[src/rtl/dc2_mon_pkg.sv]
// Shared definitions for the dc2 switching-activity monitor.
// Holds the monitor FSM state type, default geometry constants and a small
// popcount helper used to feed the total-toggle counter.
package dc2_mon_pkg;

  localparam int DC2_WIDTH = 7;   // dc2 result vector width
  localparam int DC2_CNT_W = 16;  // toggle counter width
  localparam int DC2_WIN_W = 16;  // window length field width
  localparam int IDX_W     = 3;   // read index width
  localparam int TOTAL_IDX = DC2_WIDTH;

  typedef enum logic [1:0] {
    ST_IDLE,
    ST_FIRST,
    ST_COUNT,
    ST_DRAIN
  } mon_state_t;

  // Number of set bits in an 8-bit vector (covers any WIDTH up to 8).
  function automatic logic [3:0] popcount8(input logic [7:0] v);
    logic [3:0] c;
    c = '0;
    for (int i = 0; i < 8; i++) c = c + {3'b000, v[i]};
    return c;
  endfunction

endpackage

[src/rtl/dc2_sat_counter.sv]
// Saturating unsigned up-counter.
// Ports:
//   clk, rst_n  : clock, synchronous active-low reset (clears q)
//   clr         : synchronous clear (window start)
//   inc_en      : apply inc this cycle
//   inc [3:0]   : increment amount
//   q   [W-1:0] : count, clamps at 2^W-1
//   sat_hit     : combinational; this cycle's increment would overflow
module dc2_sat_counter #(
  parameter int W = 16
) (
  input  logic         clk,
  input  logic         rst_n,
  input  logic         clr,
  input  logic         inc_en,
  input  logic [3:0]   inc,
  output logic [W-1:0] q,
  output logic         sat_hit
);

  // Wide enough that q + inc can never wrap, even when W is small.
  localparam int SW = W + 5;
  localparam logic [SW-1:0] MAXV = {{5{1'b0}}, {W{1'b1}}};

  logic [SW-1:0] sum;
  logic          over;

  assign sum     = SW'(q) + SW'(inc);
  assign over    = sum > MAXV;
  assign sat_hit = inc_en && over;

  always_ff @(posedge clk) begin
    if (!rst_n)      q <= '0;
    else if (clr)    q <= '0;
    else if (inc_en) q <= over ? {W{1'b1}} : sum[W-1:0];
  end

endmodule

[src/rtl/dc2_toggle_monitor.sv]
// Switching-activity monitor for the dc2 result vector.
// Counts per-bit and total toggles between successive valid samples over a
// window of win_len samples, then drains WIDTH+1 counts over a valid/ready
// port (entries 0..WIDTH-1 per bit, entry WIDTH = total).
// Ports:
//   clk, rst_n            : clock, synchronous active-low reset
//   start, win_len        : arm request and window length (IDLE only, len != 0)
//   smp_valid, smp_data   : sample stream
//   busy                  : not IDLE
//   rd_valid/rd_ready     : result handshake (DRAIN only)
//   rd_idx/rd_data/rd_last: current result entry
//   sat                   : some counter clamped during this window
module dc2_toggle_monitor
  import dc2_mon_pkg::*;
#(
  parameter int WIDTH = DC2_WIDTH,
  parameter int CNT_W = DC2_CNT_W,
  parameter int WIN_W = DC2_WIN_W
) (
  input  logic             clk,
  input  logic             rst_n,
  input  logic             start,
  input  logic [WIN_W-1:0] win_len,
  input  logic             smp_valid,
  input  logic [WIDTH-1:0] smp_data,
  output logic             busy,
  output logic             rd_valid,
  input  logic             rd_ready,
  output logic [IDX_W-1:0] rd_idx,
  output logic [CNT_W-1:0] rd_data,
  output logic             rd_last,
  output logic             sat
);

  localparam logic [IDX_W-1:0] LAST_IDX = IDX_W'(WIDTH);

  mon_state_t                    state;
  logic [WIN_W-1:0]              remaining;
  logic [WIDTH-1:0]              prev;
  logic [WIDTH-1:0]              t;
  logic [WIDTH-1:0][CNT_W-1:0]   cnt;
  logic [CNT_W-1:0]              total;
  logic [WIDTH-1:0]              bit_hit;
  logic                          tot_hit;
  logic                          arm;
  logic                          cnt_en;
  logic                          last_smp;

  assign arm      = (state == ST_IDLE) && start && (win_len != '0);
  assign cnt_en   = (state == ST_COUNT) && smp_valid;
  assign last_smp = remaining == WIN_W'(1);
  assign t        = prev ^ smp_data;

  // One saturating counter per monitored bit.
  genvar g;
  generate
    for (g = 0; g < WIDTH; g++) begin : g_bit
      dc2_sat_counter #(.W(CNT_W)) u_cnt (
        .clk     (clk),
        .rst_n   (rst_n),
        .clr     (arm),
        .inc_en  (cnt_en),
        .inc     ({3'b000, t[g]}),
        .q       (cnt[g]),
        .sat_hit (bit_hit[g])
      );
    end
  endgenerate

  // Total saturates on its own, independent of the per-bit counters.
  dc2_sat_counter #(.W(CNT_W)) u_total (
    .clk     (clk),
    .rst_n   (rst_n),
    .clr     (arm),
    .inc_en  (cnt_en),
    .inc     (popcount8(8'(t))),
    .q       (total),
    .sat_hit (tot_hit)
  );

  always_ff @(posedge clk) begin
    if (!rst_n) begin
      state     <= ST_IDLE;
      remaining <= '0;
      prev      <= '0;
      rd_idx    <= '0;
      busy      <= 1'b0;
      rd_valid  <= 1'b0;
      sat       <= 1'b0;
    end else begin
      // Hits only occur in COUNT, so this never collides with the clear on arm.
      if (|bit_hit || tot_hit) sat <= 1'b1;
      case (state)
        ST_IDLE: begin
          if (arm) begin
            remaining <= win_len;
            sat       <= 1'b0;
            busy      <= 1'b1;
            state     <= ST_FIRST;
          end
        end
        ST_FIRST, ST_COUNT: begin
          if (smp_valid) begin
            prev      <= smp_data;
            remaining <= remaining - WIN_W'(1);
            if (last_smp) begin
              state    <= ST_DRAIN;
              rd_valid <= 1'b1;
            end else begin
              state <= ST_COUNT;
            end
          end
        end
        ST_DRAIN: begin
          if (rd_ready) begin
            if (rd_idx == LAST_IDX) begin
              state    <= ST_IDLE;
              rd_idx   <= '0;
              busy     <= 1'b0;
              rd_valid <= 1'b0;
            end else begin
              rd_idx <= rd_idx + IDX_W'(1);
            end
          end
        end
        default: state <= ST_IDLE;
      endcase
    end
  end

  // Result mux: any index not matching a bit selects the total.
  always_comb begin
    rd_data = total;
    for (int i = 0; i < WIDTH; i++)
      if (rd_idx == IDX_W'(i)) rd_data = cnt[i];
  end

  assign rd_last = rd_idx == LAST_IDX;

endmodule

[config.mk]
export PLATFORM = sky130hd
export DESIGN_NAME = dc2_toggle_monitor
export DESIGN_NICKNAME = d
export VERILOG_FILES = /design/src/rtl/dc2_mon_pkg.sv /design/src/rtl/dc2_sat_counter.sv /design/src/rtl/dc2_toggle_monitor.sv
export SDC_FILE = /design/constraint.sdc
export NUM_CORES = 1
export LEC_CHECK = 0
export CORE_UTILIZATION = 50
export CTS_BUF_LIST = sky130_fd_sc_hd__clkbuf_4 sky130_fd_sc_hd__clkbuf_8 sky130_fd_sc_hd__clkbuf_16
export DETAILED_ROUTE_END_ITERATION = 8
export GPL_ROUTABILITY_DRIVEN = 0
export PLACE_DENSITY = 0.69
export SLEW_MARGIN = 20
export SYNTH_ARGS = -nofsm -noshare
export SYNTH_HDL_FRONTEND = slang
export SYNTH_SLANG_ARGS = --single-unit
[constraint.sdc]
create_clock -name clk -period 9.8 [get_ports clk]
set_input_delay 1.96 -clock clk [delete_from_list [all_inputs] [get_ports clk]]
set_output_delay 1.96 -clock clk [all_outputs]
set_load 0.005 [all_outputs]
==> key figures, run 1 <==
Yosys
  – Synth Warn #: 0
  – Synth Area in Simple Gates: 0.2506
  – Syn Area/Cell: 8.113 sq um
  – Largest family of logic cells by synthesized area: simple AND/OR/NAND/NOR gates
  – Synth Area in Compound Gates: 0.2101
  – Post-Synth XOR/XNOR Area: 0.07759
  – Ys flop type: dfxtp_1
  – Synth area leaders: dfxtp_1, a21oi_1, xor2_1
  – Cells after Synth: 1141
  – Synthesized-area fraction occupied by adder cells: 0.05191
  – Register area share after synthesis: 0.3439
  – Netlist cell types: 69
  – Number of synthesized register bits: 159
  – Ys async rst share: 0
  – Mux cell area share after synthesis: 0.02393
  – EDFF count, synth: 0
  – Mapped Nets: 1205
  – Post-Syn Area: 0.009256 sq mm
  – Largest area contributor in the netlist: dfxtp_1
  – Yosys top cell area share: 0.3439

Clocking
  – CTS max path bufs: 2
  – Post-CTS sizing: 0
  – Hold Buf Count CTS: 0
  – CTS sink count: 159
  – CTS tree: yes
  – Clk_lat worst skew: 0.43 ns
  – Post-CTS setup buffers: 0
  – Clock Pin Slew Worst Setup and Hold Paths: 0.06 ns
  – Root Driver: clkbuf_16
  – TritonCTS Buffers: 17
  – # H-tree levels: 4

Pwr
  – Pwr per Cell Area: 204.3 mW/mm^2
  – P_int: 0.001412 W
  – Seq pwr share: 0.350
  – VDD IR max: 167.4 uV
  – Leakage power: 3.598 nW
  – Combinational fraction of design power: 0.302
  – Clock Power Share: 0.348
  – Switch Pwr: 0.0007275 W
  – Switch share: 0.3400

Placed design
  – DP HPWL: 17.73 mm
  – Placed Cells: 1359
  – Port bufs: 50

STA
  – Final hold vios: 0
  – Hold WS: 0.4666 ns
  – Setup violations, final: 0
  – Period utilization: 0.6119
  – Min cycle time layout: 5.997 ns
  – Fmax: 0.1667 GHz
  – Total negative setup slack: 0 ns
  – Slew @ Worst Pin: 1.027 ns
  – Layout Skew: 0.008860 ns
  – RSZ-0062 raised after global routing: no
  – Slew HR: 0.3156
  – Slew Limit Fails: 0

Finish
  – N_diodes: 0
  – Layout area overhead: 13.14%
  – Fin util: 0.5810
  – Non-Filler Instances: 1391
  – Final nets: 1213
  – Share of cells above drive strength 1: 0.05594

Worst setup path
  – Crit path max fanout: 18
  – Most common cell on crit path: fa_1
  – Worst path required time: 10.15 ns
  – Crit path cell chain: clkdlybuf4s50_1 > xor2_1 > fa_1 > inv_1 > fa_1 > inv_1 > fa_1 > ha_1 > inv_1 > fa_1 > nor2b_1 > o311ai_1 > or3_1 > and4_1 > a211oi_1
  – Crit Path Class: in2reg
  – CP Data Arrival Time: 6.35 ns
  – CP endpoint kind: register
  – CP max stage cell: or3_1
  – CP peak stage delay: 0.63 ns
  – CP Launch Type: primary input

Drt
  – Via count: 8602
  – Router iterations before antenna repair: 6
  – Post-route ant nets: 0
  – Total wire length: 24.84 mm
  – Detailed Route Iter0 Violations: 777
  – Routed wire length per instance: 17.86 microns
  – Post-route DRC violation count: 0
  – DR vias/cell: 6.184

GRT
  – Layer with the highest usage: met2
  – Met1 GRT Util: 0.3729
  – Initial antenna violation count: 0
  – Met2 capacity usage during global routing: 0.4118
  – First-pass GRT wire length: 41.14 mm
  – Global Route Usage Sum: 0.2648
  – Gr ovfl total: 0
  – Met3 GRT Util: 0.04434
  – Vias in the first global route: 7944
  – Largest net degree at the start of global routing: 80

Die
  – Die height: 138.1 microns
  – Placement Rows: 49
  – CORE AREA: 0.01802 sq mm
  – Die area: 0.01906 sq mm
  – Top Ports: 51
  – Die width: 138.1 microns
  – Starting Density: 0.5135

Hold path
  – Min-delay worst type: reg2reg

Run
  – Max cap viols: 0

Run status
  – Run status: finished, final reports clean
worst paths after layout:
check / startpoint / end / slack, ns / cells past startpoint
max reg2reg: prev[0]$_SDFFE_PN0P_ / u_total.q[7]$_SDFFE_PP0P_ / 5.44 / 14
min: prev[2]$_SDFFE_PN0P_ / prev[2]$_SDFFE_PN0P_ / 0.47 / 2
max: smp_data[0] / u_total.q[7]$_SDFFE_PP0P_ / 3.80 / 15
min reg2reg: prev[2]$_SDFFE_PN0P_ / prev[2]$_SDFFE_PN0P_ / 0.47 / 2
power by group through the flow:
stage	Combinational (W)	Sequential [W]	Clock, W
2_1_floorplan	0.000512	0.000743	0
3_5_place_dp	0.000640	0.000761	0
5_1_grt	0.000732	0.000755	0.000776
6_report	0.000647	0.000749	0.000744
4_1_cts	0.000642	0.000747	0.000750
3_3_place_gp	0.000632	0.000760	0
area by class of cell:
type | count | area, sq um
fillers | 1656 | 7552
multi-input cells | 890 | 5699
flip-flops and latches | 159 | 3183
repair buffers | 56 | 545.5
clock buffers | 24 | 515.5
well taps | 229 | 286.5
clock inverters | 8 | 148.9
inverters | 25 | 93.84
critical path, delay by kind of cell:
kind / cells / cell delay (ns)
XOR/XNOR: 1 / 0.18
buffers and inverters: 4 / 0.60
AND/OR/NAND/NOR: 3 / 1.11
AO/OA/AOI/OAI: 2 / 0.32
adder cells (fa/ha/maj): 5 / 2.18
layout by cell type, fill, tap and decap left out, types with 5 or more instances in the layout:
| cell | synthesis | layout |
|---|---|---|
| a211oi_1 | 10 | 10 |
| a21o_1 | 21 | 20 |
| a21oi_1 | 126 | 126 |
| a311oi_1 | 5 | 5 |
| a31oi_1 | 27 | 27 |
| and2_1 | 10 | 11 |
| and3_1 | 28 | 28 |
| and4_1 | 14 | 14 |
| buf_4 | 2 | 6 |
| clkbuf_16 | 0 | 17 |
| clkbuf_8 | 0 | 6 |
| clkdlybuf4s50_1 | 0 | 50 |
| dfxtp_1 | 159 | 159 |
| ha_1 | 32 | 32 |
| inv_1 | 25 | 25 |
| mux2i_1 | 21 | 21 |
| nand2_1 | 118 | 118 |
| nand3_1 | 67 | 67 |
| nand4_1 | 30 | 30 |
| nor2_1 | 64 | 64 |
| nor2b_1 | 10 | 9 |
| nor3_1 | 45 | 45 |
| nor4_1 | 7 | 7 |
| nor4_2 | 6 | 6 |
| o211ai_1 | 18 | 18 |
| o21a_1 | 6 | 6 |
| o21ai_0 | 29 | 29 |
| o22ai_1 | 18 | 18 |
| o31ai_1 | 18 | 18 |
| or2_2 | 7 | 7 |
| or4_1 | 8 | 8 |
| xnor2_1 | 28 | 28 |
| xor2_1 | 54 | 54 |
metal layers:
metal,vias to the layer above,part of all wire,wire (microns)
li1,4205,-,-
met1,4099,0.47,11660
met2,259,0.45,11200
met3,39,0.057,1420
met4,0,0.023,559
met5,-,0,0
metrics by stage:
stage	total power (W)	cell area (sq um)	setup WS (ns)
final	0.002140	10470	3.803
after global routing	0.002263	10470	3.442
after CTS	0.002140	10470	3.795
after detailed placement	0.001401	9803	3.350
after global placement	0.001392	9803	3.413
after floorplan	0.001255	9256	4.189
cells by family after synthesis:
group / Yosys count
DFF: 159
and+or+nand+nor: 440
xor gates and xnor gates: 82
muxes: 22
buffers and inverters: 92
adders and majority gates: 36
AOI/OAI and AO/OA: 310
synth_stat cells (4+ instances only):
master,instances
a211oi_1,10
a21o_1,21
a21oi_1,126
a311oi_1,5
a31oi_1,27
and2_1,10
and3_1,28
and4_1,14
buf_1,4
buf_2,23
clkbuf_1,37
dfxtp_1,159
fa_1,4
ha_1,32
inv_1,25
mux2i_1,21
nand2_1,118
nand3_1,67
nand4_1,30
nor2_1,64
nor2b_1,10
nor3_1,45
nor4_1,7
nor4_2,6
o211a_1,4
o211ai_1,18
o21a_1,6
o21ai_0,29
o22ai_1,18
o31ai_1,18
or2_2,7
or3_1,4
or4_1,8
xnor2_1,28
xor2_1,54
registers in the layout, indices dropped and copies added (netlist names):
name and cells:
rd_valid 1, u_total.q 16, prev 7, rd_idx 3
remaining 16, state 2, sat 1, busy 1
g_bit.u_cnt.q 112
No activity file was read; power rests on OpenSTA's default activity.
==> inputs of run 2 (changes only) <==
Clock period 9.8 ns to 5.8 ns, I/O delays scaled along.
==> key figures, run 2 (synthesis gave the netlist of run 1 again) <==
Die
  – Die width: 138.1 microns
  – Top Ports: 51
  – Die area: 0.01906 sq mm
  – CORE AREA: 0.01802 sq mm
  – Placement Rows: 49
  – Die height: 138.1 microns
  – Starting Density: 0.5135

Worst setup path
  – Worst path required time: 6.15 ns
  – CP endpoint kind: register
  – Reg-to-Reg Start: prev[0]$_SDFFE_PN0P_
  – Crit Path Class: in2reg
  – Setup crit start: smp_data[0]
  – Crit path max fanout: 13
  – CP Launch Type: primary input
  – CP Data Arrival Time: 5.50 ns

Clocking
  – Clk_lat worst skew: 0.43 ns
  – CTS max path bufs: 2
  – Post-CTS sizing: 0
  – Root Driver: clkbuf_16
  – Hold Buf Count CTS: 0
  – CTS sink count: 159
  – TritonCTS Buffers: 17
  – Post-CTS setup buffers: 0
  – # H-tree levels: 4
  – CTS tree: yes
  – Clock Pin Slew Worst Setup and Hold Paths: 0.06 ns

Pwr
  – Leakage power: 3.595 nW
  – Clock Power Share: 0.329
  – Power Total: 0.003527 W
  – Pwr per Cell Area: 337.7 mW/mm^2
  – Seq pwr share: 0.359
  – P_int: 0.002303 W
  – Switch share: 0.3471
  – Combinational fraction of design power: 0.313
  – VDD IR max: 287.4 uV
  – Switch Pwr: 0.001224 W

Hold path
  – Min-delay worst type: reg2reg
  – Hold Startpoint: prev[2]$_SDFFE_PN0P_

Finish
  – Final nets: 1216
  – Non-Filler Instances: 1394
  – Registers with the most flip-flops: g_bit.u_cnt.q (112), remaining (16), u_total.q (16)
  – Share of cells above drive strength 1: 0.05837
  – Most frequent cells in the layout: dfxtp_1, a21oi_1, nand2_1, nand3_1, nor2_1
  – Fill cells: 1659
  – Largest register FFs: 112
  – Commonest non-fill, non-tap cell in the layout: dfxtp_1
  – Layout area overhead: 12.84%
  – Final Cell Area: 0.01045 sq mm
  – Most flop-heavy register: g_bit.u_cnt.q
  – N_diodes: 0

Run
  – Max cap viols: 0

Placed design
  – Dpl cell area: 0.009838 sq mm
  – Port bufs: 50
  – Pre-CTS setup slack: 0.2006 ns
  – DP HPWL: 17.96 mm
  – Placed Cells: 1362

GRT
  – Initial antenna violation count: 0
  – First-pass GRT wire length: 40.11 mm
  – Global Route Usage Sum: 0.2583
  – Largest net degree at the start of global routing: 78
  – Gr ovfl total: 0
  – Vias in the first global route: 7694

STA
  – Slew @ Worst Pin: 1.009 ns
  – Layout Skew: 0.006483 ns
  – Slew Limit Fails: 0
  – Period utilization: 0.8880
  – Final hold vios: 0
  – Fmax: 0.1942 GHz
  – RSZ-0062 raised after global routing: no
  – Final WS setup: 0.6494 ns
  – Min cycle time layout: 5.151 ns
  – Total negative setup slack: 0 ns
  – Slew HR: 0.3274
  – Setup violations, final: 0

Drt
  – Via count: 8526
  – Detailed Route Iter0 Violations: 770
  – Post-route DRC violation count: 0
  – Total wire length: 24.81 mm
  – DR vias/cell: 6.116
  – Post-route ant nets: 0
  – Routed wire length per instance: 17.80 microns
  – Router iterations before antenna repair: 5

Run status
  – Run status: finished, final reports clean
## run 2: changes by cell type in the layout (fill, tap and decap cells not counted), sizes merged
cell and delta:
bufinv -1, clkbuf -3, clkinv +5, buf +3
inv -1
## run 2: path summary, 6_finish.rpt
check / endpoint / slack (ns) / cells after the start
worst min register to register: prev[2]$_SDFFE_PN0P_ / 0.47 / 2
worst min-delay path: prev[2]$_SDFFE_PN0P_ / 0.47 / 2
worst max register to register: u_total.q[4]$_SDFFE_PP0P_ / 1.50 / 15
worst max-delay path: u_total.q[4]$_SDFFE_PP0P_ / 0.65 / 16
## run 2: metrics by stage
stage          hold WS (ns)  utilization
2_1_floorplan        0.4393            -
3_3_place_gp         0.4547       0.5458
3_5_place_dp         0.4604       0.5458
4_1_cts              0.4685       0.5795
5_1_grt              0.4844       0.5795
6_report             0.4655       0.5795
## run 2: worst max-delay path, cell delays in order
cell and delay [ns]:
clkdlybuf4s50_1 0.43, xor2_1 0.19, fa_1 0.54, inv_1 0.05
fa_1 0.52, inv_1 0.05, fa_1 0.50, ha_1 0.19
inv_1 0.06, fa_1 0.39, nor2b_1 0.17, o311ai_1 0.12
or3_1 0.56, buf_4 0.24, and3_1 0.16, nor3_1 0.15
## run 2: area by class of cell
class	count	area (sq um)	area share
Tap cell	229	286.5	0.02743
Sequential cell	159	3183	0.3047
Timing Repair Buffer	59	580.6	0.05558
Clock buffer	21	467.9	0.04480
Inverter	25	93.84	0.008984
Multi-Input combinational cell	890	5694	0.5452
Clock inverter	11	138.9	0.01330
## run 2: power groups by stage
| stage | Combinational, W | Sequential [W] | Clock [W] |
|---|---|---|---|
| floorplan | 0.000866 | 0.00126 | 0 |
| CTS | 0.00109 | 0.00126 | 0.00118 |
| detailed placement | 0.00109 | 0.00129 | 0 |
| global route | 0.00123 | 0.00128 | 0.00122 |
| finish | 0.00110 | 0.00127 | 0.00116 |
| global placement | 0.00108 | 0.00128 | 0 |
## run 2: metal layers
layer	global-route usage	vias up	share of wire
met5	0	-	0
met4	0.07345	0	0.018
met3	0.05230	33	0.060
met2	0.4005	259	0.45
met1	0.3623	4005	0.47
li1	-	4229	-
==> inputs of run 3 (changes only) <==
Settings changed: CORE_ASPECT_RATIO from default to 0.5, SETUP_SLACK_MARGIN from default to 0.02.
==> key figures, run 3 (synthesis gave the netlist of run 1 again) <==
Finish
  – Most flop-heavy register: g_bit.u_cnt.q
  – Non-Filler Instances: 1396
  – Commonest non-fill, non-tap cell in the layout: dfxtp_1
  – Share of cells above drive strength 1: 0.05680
  – N_diodes: 0
  – Layout area overhead: 12.34%
  – Registers with the most flip-flops: g_bit.u_cnt.q (112), remaining (16), u_total.q (16)
  – Storage element area: 0.003183 sq mm
  – Area taken by multi-input logic gates: 0.005702 sq mm
  – Final nets: 1213
  – Largest register FFs: 112
  – Most frequent cells in the layout: dfxtp_1, a21oi_1, nand2_1, nand3_1, nor2_1
  – Fill cells: 1598

Placed design
  – Port bufs: 50
  – Placed Cells: 1364
  – DP HPWL: 18.33 mm

Clocking
  – Root Driver: clkbuf_16
  – CTS tree: yes
  – Clk_lat worst skew: 0.44 ns
  – # H-tree levels: 4
  – Post-CTS setup buffers: 0
  – Clock Pin Slew Worst Setup and Hold Paths: 0.07 ns
  – Post-CTS sizing: 0
  – CTS max path bufs: 2
  – Hold Buf Count CTS: 0
  – CTS sink count: 159
  – TritonCTS Buffers: 17

Worst setup path
  – Crit Path Class: in2reg
  – CP max stage cell: fa_1
  – Buf/Inv on CP: 5
  – Crit path cell chain: clkdlybuf4s50_1 > xor2_1 > fa_1 > inv_1 > fa_1 > inv_1 > fa_1 > ha_1 > inv_1 > fa_1 > nor2b_1 > o311ai_1 > or3_1 > buf_4 > and3_1 > nor3_1
  – Reg-to-Reg Start: prev[0]$_SDFFE_PN0P_
  – Crit path max fanout: 10
  – CP Data Arrival Time: 5.57 ns
  – R2R cell count: 15
  – Worst r2r dst: u_total.q[4]$_SDFFE_PP0P_
  – CP Launch Type: primary input
  – Most common cell on crit path: fa_1
  – CP endpoint kind: register
  – R2r setup slk: 1.44 ns
  – CP delay by family, top: adder cells
  – CP peak stage delay: 0.55 ns
  – Worst path required time: 6.15 ns

Pwr
  – Switch share: 0.3610
  – Combinational fraction of design power: 0.314
  – Leakage power: 3.546 nW
  – P_int: 0.002222 W
  – VDD IR max: 255.8 uV
  – Pwr per Cell Area: 334.3 mW/mm^2
  – Switch Pwr: 0.001255 W
  – Clock Power Share: 0.322
  – Seq pwr share: 0.364

Hold path
  – Worst Hold End: prev[2]$_SDFFE_PN0P_
  – Min-delay worst type: reg2reg
  – Hold Startpoint: prev[2]$_SDFFE_PN0P_
  – Hold depth: 2

Run status
  – Run status: finished, final reports clean

STA
  – Slew Limit Fails: 0
  – Fmax: 0.1917 GHz
  – Final hold vios: 0
  – Setup violations, final: 0
  – Layout Skew: 0.01109 ns
  – Min cycle time layout: 5.217 ns
  – Period utilization: 0.8995
  – Slew HR: 0.3242
  – Slew @ Worst Pin: 1.014 ns
  – RSZ-0062 raised after global routing: no
  – Total negative setup slack: 0 ns

Die
  – Starting Density: 0.5218
  – Die area: 0.01909 sq mm
  – Die height: 98.21 microns
  – Top Ports: 51
  – Placement Rows: 34
  – CORE AREA: 0.01774 sq mm
  – Die width: 194.4 microns

Drt
  – Routed wire length per instance: 17.99 microns
  – DR vias/cell: 6.200
  – Router iterations before antenna repair: 5
  – Via count: 8655
  – Total wire length: 25.11 mm
  – Post-route DRC violation count: 0
  – Post-route ant nets: 0
  – Detailed Route Iter0 Violations: 702

GRT
  – Vias in the first global route: 7825
  – First-pass GRT wire length: 40.72 mm
  – Initial antenna violation count: 0
  – Global Route Usage Sum: 0.2656
  – Gr ovfl total: 0
  – Largest net degree at the start of global routing: 78

Run
  – Max cap viols: 0
==> run 3: tightest hold or removal path: stages (launching register included) <==
cell and delay, ns:
dfxtp_1 0.32, nand2_1 0.05, a21oi_1 0.05
==> run 3: power by group through the flow <==
stage	sequential (W)	clock [W]	combinational (W)
floorplan	0.00126	0	0.000866
global placement	0.00128	0	0.00106
detailed placement	0.00129	0	0.00108
CTS	0.00126	0.00113	0.00109
global route	0.00127	0.00117	0.00122
finish	0.00126	0.00112	0.00109
==> run 3: layout make-up <==
type                       count  share of cell area
clock buffer                  21             0.04560
clock inverter                11             0.01035
inverter                      25            0.009024
multi-input combinational    890              0.5483
sequential                   159              0.3061
tap                          234             0.02816
timing repair buffer          56             0.05246
==> run 3: worst max path at each step <==
stage	from	end	slack, ns	cells after the start
floorplan	smp_data[0]	u_total.q[5]$_SDFFE_PP0P_	0.99	16
global placement	smp_data[0]	u_total.q[4]$_SDFFE_PP0P_	0.29	16
detailed placement	smp_data[0]	u_total.q[4]$_SDFFE_PP0P_	0.15	16
CTS	smp_data[0]	u_total.q[4]$_SDFFE_PP0P_	0.58	16
global route	smp_data[0]	u_total.q[4]$_SDFFE_PP0P_	0.39	16
finish	smp_data[0]	u_total.q[4]$_SDFFE_PP0P_	0.58	16
==> run 3: layer usage <==
layer | GRT usage | wire, microns
met4 | 0.07509 | 392
met3 | 0.05699 | 1608
met1 | 0.3687 | 12060
met5 | 0 | 0
met2 | 0.4149 | 11060
==> run 3: stage by stage <==
stage          instance area [sq um]  hold WS [ns]  worst slack [ns]  total power, W    util
5_1_grt                        10400        0.4937            0.3855        0.003668  0.5862
4_1_cts                        10390        0.4725            0.5837        0.003476  0.5858
3_5_place_dp                    9809        0.4628            0.1503        0.002369  0.5530
3_3_place_gp                    9809        0.4509            0.2868        0.002342  0.5530
6_report                       10400        0.4721            0.5827        0.003477  0.5862
2_1_floorplan                   9256        0.4393            0.9892        0.002121       -
